### src/rtl/rv32i_bus_pkg.sv
// Shared encodings and widths for the RV32I core-to-memory arbiter.
package rv32i_bus_pkg;

    localparam int XLEN     = 32;
    localparam int BE_W     = 4;
    localparam int STARVE_W = 4;
    localparam int TMO_W    = 10;

    localparam logic [BE_W-1:0] BE_ALL = 4'hF;

    typedef enum logic [1:0] {
        IDLE      = 2'd0,
        ISSUE     = 2'd1,
        WAIT_RESP = 2'd2
    } arb_state_e;

    typedef enum logic {
        OWN_I = 1'b0,
        OWN_D = 1'b1
    } owner_e;

endpackage

### src/rtl/rv32i_mem_arbiter_if.sv
// Bundle of fetch, load/store and memory-side signals around the arbiter.
// The arbiter takes the master view; the core and memory together form the slave side.
interface rv32i_mem_arbiter_if;
    import rv32i_bus_pkg::*;

    logic            i_req;
    logic [XLEN-1:0] i_addr;
    logic            i_gnt;
    logic            i_rvalid;
    logic [XLEN-1:0] i_rdata;

    logic            d_req;
    logic            d_we;
    logic [BE_W-1:0] d_be;
    logic [XLEN-1:0] d_addr;
    logic [XLEN-1:0] d_wdata;
    logic            d_gnt;
    logic            d_rvalid;
    logic [XLEN-1:0] d_rdata;

    logic            mem_req;
    logic            mem_we;
    logic [BE_W-1:0] mem_be;
    logic [XLEN-1:0] mem_addr;
    logic [XLEN-1:0] mem_wdata;
    logic            mem_gnt;
    logic            mem_rvalid;
    logic [XLEN-1:0] mem_rdata;

    logic            bus_err;

    modport master (
        input  i_req, i_addr, d_req, d_we, d_be, d_addr, d_wdata,
        input  mem_gnt, mem_rvalid, mem_rdata,
        output i_gnt, i_rvalid, i_rdata, d_gnt, d_rvalid, d_rdata,
        output mem_req, mem_we, mem_be, mem_addr, mem_wdata, bus_err
    );

    modport slave (
        output i_req, i_addr, d_req, d_we, d_be, d_addr, d_wdata,
        output mem_gnt, mem_rvalid, mem_rdata,
        input  i_gnt, i_rvalid, i_rdata, d_gnt, d_rvalid, d_rdata,
        input  mem_req, mem_we, mem_be, mem_addr, mem_wdata, bus_err
    );

endinterface

### src/rtl/rv32i_prio_select.sv
// Data-over-fetch priority with a starvation guard that forces a fetch grant
// once the data port has won STARVE_MAX times in a row against a waiting fetch.
module rv32i_prio_select
    import rv32i_bus_pkg::*;
#(
    parameter int unsigned STARVE_MAX = 4
) (
    input  logic                i_req_i,
    input  logic                d_req_i,
    input  logic [STARVE_W-1:0] starve_cnt_i,
    output logic                grant_i_o,
    output logic                grant_d_o
);

    logic fetchStarved;

    assign fetchStarved = i_req_i && (starve_cnt_i == STARVE_W'(STARVE_MAX));
    assign grant_d_o    = d_req_i && !fetchStarved;
    assign grant_i_o    = i_req_i && !grant_d_o;

endmodule

### src/rtl/rv32i_mem_arbiter.sv
// Shares one single-port memory between the fetch and load/store ports,
// one transaction outstanding, with a response timeout and sticky bus error.
module rv32i_mem_arbiter
    import rv32i_bus_pkg::*;
#(
    parameter int unsigned STARVE_MAX = 4,
    parameter int unsigned TIMEOUT    = 255
) (
    input  logic                clk_in,
    input  logic                reset,
    rv32i_mem_arbiter_if.master bus
);

    arb_state_e          state_q;
    owner_e              owner_q;
    logic [STARVE_W-1:0] starveCnt_q;
    logic [TMO_W-1:0]    tmoCnt_q;

    logic                iGnt_q;
    logic                dGnt_q;
    logic                iRvalid_q;
    logic                dRvalid_q;
    logic [XLEN-1:0]     iRdata_q;
    logic [XLEN-1:0]     dRdata_q;

    logic                memReq_q;
    logic                memWe_q;
    logic [BE_W-1:0]     memBe_q;
    logic [XLEN-1:0]     memAddr_q;
    logic [XLEN-1:0]     memWdata_q;
    logic                busErr_q;

    logic                grantI;
    logic                grantD;

    rv32i_prio_select #(
        .STARVE_MAX (STARVE_MAX)
    ) u_prio (
        .i_req_i      (bus.i_req),
        .d_req_i      (bus.d_req),
        .starve_cnt_i (starveCnt_q),
        .grant_i_o    (grantI),
        .grant_d_o    (grantD)
    );

    // Requests are only looked at in IDLE, so a held req cannot be granted twice.
    always_ff @(posedge clk_in or posedge reset) begin
        if (reset) begin
            state_q     <= IDLE;
            owner_q     <= OWN_I;
            starveCnt_q <= '0;
            tmoCnt_q    <= '0;
            iGnt_q      <= 1'b0;
            dGnt_q      <= 1'b0;
            iRvalid_q   <= 1'b0;
            dRvalid_q   <= 1'b0;
            iRdata_q    <= '0;
            dRdata_q    <= '0;
            memReq_q    <= 1'b0;
            memWe_q     <= 1'b0;
            memBe_q     <= '0;
            memAddr_q   <= '0;
            memWdata_q  <= '0;
            busErr_q    <= 1'b0;
        end else begin
            iGnt_q    <= 1'b0;
            dGnt_q    <= 1'b0;
            iRvalid_q <= 1'b0;
            dRvalid_q <= 1'b0;

            case (state_q)
                IDLE: begin
                    if (bus.mem_rvalid) begin
                        busErr_q <= 1'b1;
                    end
                    if (grantD) begin
                        owner_q     <= OWN_D;
                        dGnt_q      <= 1'b1;
                        memReq_q    <= 1'b1;
                        memWe_q     <= bus.d_we;
                        memBe_q     <= bus.d_be;
                        memAddr_q   <= bus.d_addr;
                        memWdata_q  <= bus.d_wdata;
                        starveCnt_q <= bus.i_req ? starveCnt_q + 1'b1 : '0;
                        state_q     <= ISSUE;
                    end else if (grantI) begin
                        owner_q     <= OWN_I;
                        iGnt_q      <= 1'b1;
                        memReq_q    <= 1'b1;
                        memWe_q     <= 1'b0;
                        memBe_q     <= BE_ALL;
                        memAddr_q   <= bus.i_addr;
                        memWdata_q  <= '0;
                        starveCnt_q <= '0;
                        state_q     <= ISSUE;
                    end
                end

                ISSUE: begin
                    if (bus.mem_rvalid) begin
                        busErr_q <= 1'b1;
                    end
                    if (bus.mem_gnt) begin
                        memReq_q <= 1'b0;
                        tmoCnt_q <= '0;
                        state_q  <= WAIT_RESP;
                    end
                end

                // A real response always beats a timeout expiring in the same cycle.
                WAIT_RESP: begin
                    if (bus.mem_rvalid) begin
                        if (owner_q == OWN_D) begin
                            dRvalid_q <= 1'b1;
                            dRdata_q  <= bus.mem_rdata;
                        end else begin
                            iRvalid_q <= 1'b1;
                            iRdata_q  <= bus.mem_rdata;
                        end
                        state_q <= IDLE;
                    end else if (tmoCnt_q == TMO_W'(TIMEOUT - 1)) begin
                        if (owner_q == OWN_D) begin
                            dRvalid_q <= 1'b1;
                            dRdata_q  <= '0;
                        end else begin
                            iRvalid_q <= 1'b1;
                            iRdata_q  <= '0;
                        end
                        busErr_q <= 1'b1;
                        state_q  <= IDLE;
                    end else begin
                        tmoCnt_q <= tmoCnt_q + 1'b1;
                    end
                end

                default: begin
                    state_q <= IDLE;
                end
            endcase
        end
    end

    assign bus.i_gnt     = iGnt_q;
    assign bus.i_rvalid  = iRvalid_q;
    assign bus.i_rdata   = iRdata_q;
    assign bus.d_gnt     = dGnt_q;
    assign bus.d_rvalid  = dRvalid_q;
    assign bus.d_rdata   = dRdata_q;
    assign bus.mem_req   = memReq_q;
    assign bus.mem_we    = memWe_q;
    assign bus.mem_be    = memBe_q;
    assign bus.mem_addr  = memAddr_q;
    assign bus.mem_wdata = memWdata_q;
    assign bus.bus_err   = busErr_q;

endmodule

### src/flat_wrapper.sv
// flat-port wrapper written by rule: the top's interface ports become plain ports
module rv32i_mem_arbiter_flat import rv32i_bus_pkg::*;
#(
    parameter int unsigned STARVE_MAX = 4,
    parameter int unsigned TIMEOUT    = 255
)
  (clk_in, reset, bus_i_req, bus_i_addr, bus_d_req, bus_d_we, bus_d_be, bus_d_addr, bus_d_wdata, bus_mem_gnt, bus_mem_rvalid, bus_mem_rdata, bus_i_gnt, bus_i_rvalid, bus_i_rdata, bus_d_gnt, bus_d_rvalid, bus_d_rdata, bus_mem_req, bus_mem_we, bus_mem_be, bus_mem_addr, bus_mem_wdata, bus_bus_err);
  rv32i_mem_arbiter_if bus_i ();
  input  logic clk_in;
  input  logic reset;
  input wire logic [$bits(bus_i.i_req)-1:0] bus_i_req;
  input wire logic [$bits(bus_i.i_addr)-1:0] bus_i_addr;
  input wire logic [$bits(bus_i.d_req)-1:0] bus_d_req;
  input wire logic [$bits(bus_i.d_we)-1:0] bus_d_we;
  input wire logic [$bits(bus_i.d_be)-1:0] bus_d_be;
  input wire logic [$bits(bus_i.d_addr)-1:0] bus_d_addr;
  input wire logic [$bits(bus_i.d_wdata)-1:0] bus_d_wdata;
  input wire logic [$bits(bus_i.mem_gnt)-1:0] bus_mem_gnt;
  input wire logic [$bits(bus_i.mem_rvalid)-1:0] bus_mem_rvalid;
  input wire logic [$bits(bus_i.mem_rdata)-1:0] bus_mem_rdata;
  output wire logic [$bits(bus_i.i_gnt)-1:0] bus_i_gnt;
  output wire logic [$bits(bus_i.i_rvalid)-1:0] bus_i_rvalid;
  output wire logic [$bits(bus_i.i_rdata)-1:0] bus_i_rdata;
  output wire logic [$bits(bus_i.d_gnt)-1:0] bus_d_gnt;
  output wire logic [$bits(bus_i.d_rvalid)-1:0] bus_d_rvalid;
  output wire logic [$bits(bus_i.d_rdata)-1:0] bus_d_rdata;
  output wire logic [$bits(bus_i.mem_req)-1:0] bus_mem_req;
  output wire logic [$bits(bus_i.mem_we)-1:0] bus_mem_we;
  output wire logic [$bits(bus_i.mem_be)-1:0] bus_mem_be;
  output wire logic [$bits(bus_i.mem_addr)-1:0] bus_mem_addr;
  output wire logic [$bits(bus_i.mem_wdata)-1:0] bus_mem_wdata;
  output wire logic [$bits(bus_i.bus_err)-1:0] bus_bus_err;
  assign bus_i.i_req = bus_i_req;
  assign bus_i.i_addr = bus_i_addr;
  assign bus_i.d_req = bus_d_req;
  assign bus_i.d_we = bus_d_we;
  assign bus_i.d_be = bus_d_be;
  assign bus_i.d_addr = bus_d_addr;
  assign bus_i.d_wdata = bus_d_wdata;
  assign bus_i.mem_gnt = bus_mem_gnt;
  assign bus_i.mem_rvalid = bus_mem_rvalid;
  assign bus_i.mem_rdata = bus_mem_rdata;
  assign bus_i_gnt = bus_i.i_gnt;
  assign bus_i_rvalid = bus_i.i_rvalid;
  assign bus_i_rdata = bus_i.i_rdata;
  assign bus_d_gnt = bus_i.d_gnt;
  assign bus_d_rvalid = bus_i.d_rvalid;
  assign bus_d_rdata = bus_i.d_rdata;
  assign bus_mem_req = bus_i.mem_req;
  assign bus_mem_we = bus_i.mem_we;
  assign bus_mem_be = bus_i.mem_be;
  assign bus_mem_addr = bus_i.mem_addr;
  assign bus_mem_wdata = bus_i.mem_wdata;
  assign bus_bus_err = bus_i.bus_err;
  rv32i_mem_arbiter #(.STARVE_MAX(STARVE_MAX), .TIMEOUT(TIMEOUT)) u_core (.clk_in(clk_in), .reset(reset), .bus(bus_i));
endmodule
### config.mk
export PLATFORM = sky130hd
export DESIGN_NAME = rv32i_mem_arbiter_flat
export DESIGN_NICKNAME = d
export VERILOG_FILES = /design/src/rtl/rv32i_bus_pkg.sv /design/src/rtl/rv32i_mem_arbiter_if.sv /design/src/rtl/rv32i_prio_select.sv /design/src/rtl/rv32i_mem_arbiter.sv /design/src/flat_wrapper.sv
export SDC_FILE = /design/constraint.sdc
export NUM_CORES = 1
export LEC_CHECK = 0
export BUFFER_PORTS_ARGS = -buffer_cell sky130_fd_sc_hd__buf_4
export CAP_MARGIN = 20
export CORE_ASPECT_RATIO = 0.9
export CORE_MARGIN = 1
export CORE_UTILIZATION = 51
export DETAILED_ROUTE_END_ITERATION = 6
export MAX_ROUTING_LAYER = met4
export PLACE_DENSITY = 0.86
export SKIP_CTS_REPAIR_TIMING = 1
export SYNTH_ARGS = -nofsm -noshare
export SYNTH_HDL_FRONTEND = slang
export SYNTH_SLANG_ARGS = --single-unit
### constraint.sdc
create_clock -name clk_in -period 8.52 [get_ports clk_in]
set_clock_uncertainty 0.2 [all_clocks]
set_input_delay 0 -clock clk_in [delete_from_list [all_inputs] [get_ports clk_in]]
set_output_delay 0 -clock clk_in [all_outputs]
set_load 0.02 [all_outputs]
---- Word-level counts from Yosys, hierarchy flattened ----
Cells that the tools add are included.
operators by class
  add/subtract/negate cells ............... 2
  $mul .................................... 0
  div/mod/pow operators ................... 0
  $lt $le $gt $ge ......................... 0
  equal/unequal tests ..................... 11
  shifts and indexed selects .............. 0
  mux-type cells .......................... 51
  bitwise logic cells ..................... 1
  reductions and logical operators ........ 19
operators by type and width
  operator                                        count
  two-way mux 32 bit                              12
  two-way mux 10 bit                              3
  two-way mux 1 bit                               22
  two-way mux 4 bit                               5
  one-hot mux 10 bit (2 select lines)             1
  AND reduction 3 bit                             4
  adder 10 x 1 -> 10 bit, second input constant   1
  == test 10 x 8 -> 1 bit, second input constant  1
  two-way mux 2 bit                               5
  nonzero test 2 bit                              5
  AND reduction 4 bit                             2
  != test 2 bit, second input constant            3
  != test 3 x 2 -> 1 bit, second input constant   2
  one-hot mux 2 bit (3 select lines)              1
  adder 4 x 1 -> 4 bit, second input constant     1
  == test 4 x 3 -> 1 bit, second input constant   1
  != test 2 x 1 -> 1 bit, second input constant   2
  one-hot mux 1 bit (2 select lines)              2
  logical AND 1 bit                               3
  == test 2 x 1 -> 1 bit, second input constant   1
  == test 2 bit, second input constant            1
  zero test 1 bit                                 2
  zero test 2 bit                                 1
  AND reduction 2 bit                             1
  2 further kinds                                 2
word-level totals
  flip-flop bits (word level) ............. 156
  latch bits .............................. 0
  RAM bits ................................ 0
  bits in read-only memories .............. 0
  input bits .............................. 139
  output and inout bits ................... 139
  word-level logic and storage cells ...... 100
  memories kept ........................... 0

---- Depth between registers and ports, before layout ----
  depth after elaboration ................. 9
  mapped depth ............................ 7

---- Hierarchy ----
A second synthesis with hierarchy kept.
unflattened totals
  cells, all modules ...................... 479
  area, all modules ....................... 6219.7 um2
modules (own cells, without submodules)
  module             times used  cells each  area an instance (um2)  sequential area each (um2)
  rv32i_mem_arbiter  1           475         6179.7                  3903.7
  rv32i_prio_select  1           4           40.0                    0.0

---- Least setup slack after synthesis ----
OpenSTA, ideal clock, no wires.
  kind .................................... register to register
  start point ............................. register u_core.tmoCnt_q[0]
  end point ............................... register u_core.tmoCnt_q[1]
  setup time .............................. 0.125 ns
  data arrival time ....................... 1.885 ns
  setup slack ............................. 6.310 ns
  cell stages (with the launch flop) ...... 8
  path buffers ............................ 0
  cell sequence ........................... dfrtp_1 inv_1 ha_1 or3b_4 or3_4 a21boi_4 inv_4 mux2_4
on the way
  word-level cells in the longest chain between the ends .. 4
  elaborated cells on any way between the ends .. 7
  classes of those cells .................. add/sub: 1; eq/ne: 2; mux: 3; reduce/logical: 1
ends and longest elaborated chain
  what                                 line                      RTL
  start: declaration                   rv32i_mem_arbiter.sv:17   logic [TMO_W-1:0] tmoCnt_q;
  start signal: assignment             rv32i_mem_arbiter.sv:132  tmoCnt_q <= tmoCnt_q + 1'b1;
  adder 10 x 1 -> 10 bit               rv32i_mem_arbiter.sv:132
  two-way mux 10 bit                   rv32i_mem_arbiter.sv:121  end else if (tmoCnt_q == TMO_W'(TIMEOUT - 1)) begin
  two-way mux 10 bit                   rv32i_mem_arbiter.sv:112  if (bus.mem_rvalid) begin
  one-hot mux 10 bit (2 select lines)  rv32i_mem_arbiter.sv:71   case (state_q)
Several ways; a longest one is shown, not always the timed one. The select of a mux whose other input is x is not followed.
A chain may end at the register's enable or synchronous reset.

---- Final worst setup path ----
  start point ............................. register u_core.starveCnt_q[0]
  end point ............................... register u_core.memAddr_q[22] (netlist: u_core.bus.mem_addr[22])
on the way
  word-level cells in the longest chain between the ends .. 8
  elaborated cells on any way between the ends .. 9
  classes of those cells .................. eq/ne: 1; mux: 1; reduce/logical: 7
ends and longest elaborated chain
  what                           line                     RTL
  start: declaration             rv32i_mem_arbiter.sv:16  logic [STARVE_W-1:0] starveCnt_q;
  start signal: assignment       rv32i_mem_arbiter.sv:84  starveCnt_q <= bus.i_req ? starveCnt_q + 1'b1 : '0;
  == test 4 x 3 -> 1 bit (*)     rv32i_prio_select.sv:17  assign fetchStarved = i_req_i && (starve_cnt_i == STARVE_W'(STARVE_MAX));
  logical AND 1 bit (*)          rv32i_prio_select.sv:17
  zero test 1 bit (*)            rv32i_prio_select.sv:18  assign grant_d_o = d_req_i && !fetchStarved;
  logical AND 1 bit (*)          rv32i_prio_select.sv:18
  zero test 1 bit                rv32i_prio_select.sv:19  assign grant_i_o = i_req_i && !grant_d_o;
  logical AND 1 bit              rv32i_prio_select.sv:19
  nonzero test 2 bit (no line)   -
  AND reduction 2 bit (no line)  -
  end signal: assignment         rv32i_mem_arbiter.sv:82  memAddr_q <= bus.d_addr;
  end signal: assignment         rv32i_mem_arbiter.sv:92  memAddr_q <= bus.i_addr;
  end: declaration               rv32i_mem_arbiter.sv:29  logic [XLEN-1:0] memAddr_q;
Mark *: on every way between the ends. The rest lies on a longest branch, timed or not.

==> run summary <==
The run finished with clean final reports. The synthesized cell area is 0.006146 sq mm, and the number of placed I/O pins is 278. The mean number of vias per cell was 6.218. IR analysis of the VDD net gives a maximum drop of 0.1864 mV.

The logs give 5.254 nW for the leakage dissipation and 628 for the net count after synthesis. The flop and latch count out of synthesis was 156. The area overhead of the layout relative to synthesis came out at 69.87%. The maximum fanout along the worst path is 32, and the total CTS buffers is 17. CTS placed an instance of sky130_fd_sc_hd__clkbuf_16 at the clock tree root. Counting flops with an async set or reset pin after synthesis yields a share of 100.0%.

The via count of the first global-routing pass is 5310, and the area of the die is 0.01249 sq mm. After layout, the worst path uses 37.68% of the clock period. The pin slew with the least headroom to its limit is 1.034 ns, and the stage delay of the slowest cell on the critical path is 0.83 ns. Data arrival time of the critical path: 3.26 ns. In the post-synthesis netlist, the biggest area contributors are sky130_fd_sc_hd__dfrtp_1 64%, sky130_fd_sc_hd__a22o_1 14%, sky130_fd_sc_hd__mux2i_1 5.4%, sky130_fd_sc_hd__o21ai_1 2.9%, sky130_fd_sc_hd__nand2_1 2.9%. The number of antenna-violating nets in the routed design came out at 0.

The library cell occupying the most area in the post-synthesis netlist was sky130_fd_sc_hd__dfrtp_1. For this run the aggregate overflow at the end of global routing stands at 0. The finished layout holds 1070 standard cells, fillers aside. The tools report the worst hold slack after final layout as 0.02713 ns.

The timing-limited maximum frequency is 0.3115 GHz. TritonCTS built the clock tree. At the end of routability-driven placement, the weighted congestion stood at 0.9217. The logs give 0 for the warning count from the yosys run and 0 for the hold violation total from the final report. The layout has 410 filler cells. The total via count after detailed routing is 6653. Measured along the y axis, the die boundary spans 106.1 um. In this run, the combinational gates consume 43.8% of the power.

The clock period minus final worst setup slack is 3.210 ns, and the power density over cell area is 360.4 mW/mm^2. The number of antenna violations at the first check in global routing is 1, and the pin count of the biggest net entering global routing is 102. The number of buffers added on ports was 277.

The wire length of the first global-routing pass is 28460 um. Summed over all failing endpoints, the final setup total negative slack is 0 ns. For this design the total switching power over the nets is 1.525 mW.

The worst setup path is captured at a register. After layout, the design draws a total of 3.762 mW. The post-layout net count came out at 1043. The number of setup violations in the final report came out at 0. The master of the slowest instance on the critical path was sky130_fd_sc_hd__nand2_2. The worst-case clock buffer depth is 2, and the register share of total power is 34.9%. The cell count after synthesis came out at 485. The mean instance size in the synthesized netlist was 12.67 sq um; the worst-skew pair later-pin latency was 0.43 ns. Setup repair after global routing left no endpoint under its margin. The most used flip-flop cell after synthesis is sky130_fd_sc_hd__dfrtp_1. The tightest min-delay check is of the primary input to async pin type. Including well taps, the total number of placed cells is 893.

Clock input transition at the sequential cells of the worst setup and hold paths: 0.07 ns. Critical path buffer and inverter count: 2. After detailed routing, the total wire length is 27190 um. For this block, the initial DRC count from the detailed router was 834.

The logs give 8.57 ns for the required time at the endpoint of the critical path and 0 for the DRC violations left. Traced cell by cell, the critical path runs through inv_1 > ha_1 > nand4b_1 > nand2_2 > mux2i_1 > dlygate4sd3_1 > o21ai_1. The first-pass detailed-route iteration total was 7. The number of max-cap violations was 0; the fraction of post-synthesis cell area in the top cell type by area was 63.52%. The run gives 37 as the placement row count. Across every metal layer, demand over resource in global routing totals 30.98%. The most critical setup path has its startpoint at u_core.starveCnt_q[0]$_DFFE_PP0P_. The setup path with the least slack is of type register to register. Cell internal power was estimated by the tool at 2.237 mW. The proportion of layout cells with a drive suffix above 1 was 35.71%.

The core region is 0.01157 sq mm. The synthesized design contains 0 enable-type register cells. Post-detailed-placement half-perimeter wirelength: 12590 um.

Of the total power, the clock network draws 21.3%. In this run the tightest slew margin relative to its limit is 30.83%. The tools report the register area share after synthesis as 63.52%. For this configuration, the core starts out at a cell density of 53.10%. In this run the critical register-to-register path is launched from u_core.starveCnt_q[0]$_DFFE_PP0P_. The clock tree synthesis step divided the H-tree into 4 levels.

Type of origin of the critical path: a register. For this design, the sink count on the clock tree is 156. The detailed-route wire length per cell is 25.41 um, and the number of pins with negative max-slew slack in the final report is 0. Measured along the x axis, the die boundary spans 117.7 um.

Synthesis instantiated 43 different standard cells from the library. The gate family responsible for the most delay along the worst path was simple AND/OR/NAND/NOR gates. The switching portion of total power came out at 40.54%.
-- final timing paths --
kind,end,slack (ns),cells after the start
max,u_core.bus.mem_addr[22]$_DFFE_PP0P_,5.31,7
min,u_core.bus.i_rdata[4]$_DFFE_PP0P_,0.03,3
max reg2reg,u_core.bus.mem_addr[22]$_DFFE_PP0P_,5.31,7
min reg2reg,u_core.bus.mem_wdata[2]$_DFFE_PP0P_,0.31,1
max in group asynchronous,u_core.bus.mem_wdata[8]$_DFFE_PP0P_,7.04,5
min in group clk_in,u_core.state_q[0]$_DFFE_PP0P_,0.13,3
-- cell families (layout without fill, tap and decap cells) --
group,after synthesis,count (layout),synth area share (%)
buf+inv,43,471,2.789
compound gates,163,163,20.40
simple gates,84,84,6.718
xor+xnor,1,1,0.1425
other cells,0,1,0
fa+ha+maj,4,4,0.8144
mux,34,34,5.619
flops,156,156,63.52
-- synth_stat cells (3+ instances only) --
cell type / number
sky130_fd_sc_hd__nand3_1: 7
sky130_fd_sc_hd__inv_1: 10
sky130_fd_sc_hd__nor2_1: 7
sky130_fd_sc_hd__and3_1: 3
sky130_fd_sc_hd__dfrtp_1: 156
sky130_fd_sc_hd__mux2i_1: 33
sky130_fd_sc_hd__nor3_1: 3
sky130_fd_sc_hd__nor3b_1: 3
sky130_fd_sc_hd__o21ai_1: 36
sky130_fd_sc_hd__o22a_1: 5
sky130_fd_sc_hd__a31oi_1: 3
sky130_fd_sc_hd__nand4_1: 4
sky130_fd_sc_hd__o21ai_0: 6
sky130_fd_sc_hd__a22o_1: 97
sky130_fd_sc_hd__nand2_1: 47
sky130_fd_sc_hd__ha_1: 4
sky130_fd_sc_hd__clkbuf_1: 25
sky130_fd_sc_hd__buf_2: 6
-- placed cells by master (no fill, tap or decap), types with 3 or more instances in the layout --
| master | Yosys | routed |
|---|---|---|
| sky130_fd_sc_hd__nand4_1 | 4 | 4 |
| sky130_fd_sc_hd__o22a_1 | 5 | 5 |
| sky130_fd_sc_hd__mux2i_1 | 33 | 33 |
| sky130_fd_sc_hd__and3_1 | 3 | 3 |
| sky130_fd_sc_hd__clkinvlp_4 | 0 | 3 |
| sky130_fd_sc_hd__ha_1 | 4 | 4 |
| sky130_fd_sc_hd__nor3b_1 | 3 | 3 |
| sky130_fd_sc_hd__a31oi_1 | 3 | 3 |
| sky130_fd_sc_hd__bufinv_16 | 0 | 3 |
| sky130_fd_sc_hd__nor2_1 | 7 | 6 |
| sky130_fd_sc_hd__clkbuf_1 | 25 | 3 |
| sky130_fd_sc_hd__nand3_1 | 7 | 7 |
| sky130_fd_sc_hd__o21ai_0 | 6 | 6 |
| sky130_fd_sc_hd__inv_1 | 10 | 9 |
| sky130_fd_sc_hd__clkbuf_16 | 0 | 17 |
| sky130_fd_sc_hd__buf_4 | 0 | 282 |
| sky130_fd_sc_hd__nor3_1 | 3 | 3 |
| sky130_fd_sc_hd__a22o_1 | 97 | 97 |
| sky130_fd_sc_hd__o21ai_1 | 36 | 34 |
| sky130_fd_sc_hd__dfrtp_1 | 156 | 156 |
| sky130_fd_sc_hd__nand2_1 | 47 | 46 |
| sky130_fd_sc_hd__dlygate4sd3_1 | 0 | 143 |
-- metal layers --
| layer | global-route usage, % | wire length (um) | vias up |
|---|---|---|---|
| li1 | - | - | 2622 |
| met5 | - | 0 | - |
| met3 | 9.067 | 2335 | 141 |
| met4 | 11.90 | 1720 | 0 |
| met2 | 50.38 | 13550 | 592 |
| met1 | 36.69 | 9581 | 3298 |
-- area by class of cell --
| class | instances | area [sq um] | share of cell area [%] |
|---|---|---|---|
| sequential | 156 | 3904 | 37.39 |
| timing repair buffer | 427 | 3591 | 34.40 |
| multi-input combinational | 286 | 2091 | 20.03 |
| clock buffer | 22 | 464.2 | 4.446 |
| tap | 156 | 195.2 | 1.870 |
| clock inverter | 10 | 140.1 | 1.342 |
| inverter | 12 | 52.55 | 0.5034 |
| antenna | 1 | 2.502 | 0.02397 |
-- sequential cells by signal, indices dropped and copies added, names as in the netlist --
name / cells
u_core.bus.d_rdata: 32
u_core.bus.i_rdata: 32
u_core.bus.mem_addr: 32
u_core.bus.mem_wdata: 32
u_core.tmoCnt_q: 10
u_core.bus.mem_be: 4
u_core.starveCnt_q: 4
u_core.state_q: 2
u_core.bus.bus_err: 1
u_core.bus.d_gnt: 1
u_core.bus.d_rvalid: 1
u_core.bus.i_gnt: 1
u_core.bus.i_rvalid: 1
u_core.bus.mem_req: 1
u_core.bus.mem_we: 1
u_core.owner_q: 1
-- power by group through the flow --
| stage | Combinational (mW) | Clock (mW) | Sequential [mW] |
|---|---|---|---|
| 2_1_floorplan | 0.464 | 0 | 1.57 |
| 3_3_place_gp | 1.42 | 0 | 1.24 |
| 3_5_place_dp | 1.47 | 0 | 1.25 |
| 4_1_cts | 1.48 | 0.780 | 1.25 |
| 5_1_grt | 1.71 | 0.835 | 1.33 |
| 6_report | 1.65 | 0.801 | 1.31 |
-- worst register-to-register path: stages, from the launching register on --
cell	delay (ns)
sky130_fd_sc_hd__dfrtp_1	0.43
sky130_fd_sc_hd__inv_1	0.09
sky130_fd_sc_hd__ha_1	0.15
sky130_fd_sc_hd__nand4b_1	0.23
sky130_fd_sc_hd__nand2_2	0.83
sky130_fd_sc_hd__mux2i_1	0.36
sky130_fd_sc_hd__dlygate4sd3_1	0.64
sky130_fd_sc_hd__o21ai_1	0.11
-- per-stage QoR --
stage / instance area [sq um] / worst slack, ns / utilization (%)
after floorplan: 6146 / 4.113 / -
after global placement: 8359 / 6.202 / 72.23
after detailed placement: 8374 / 6.147 / 72.36
after CTS: 8979 / 6.144 / 77.58
after global routing: 10440 / 5.219 / 90.21
final: 10440 / 5.310 / 90.21
Power figures use the tool's default switching activity.
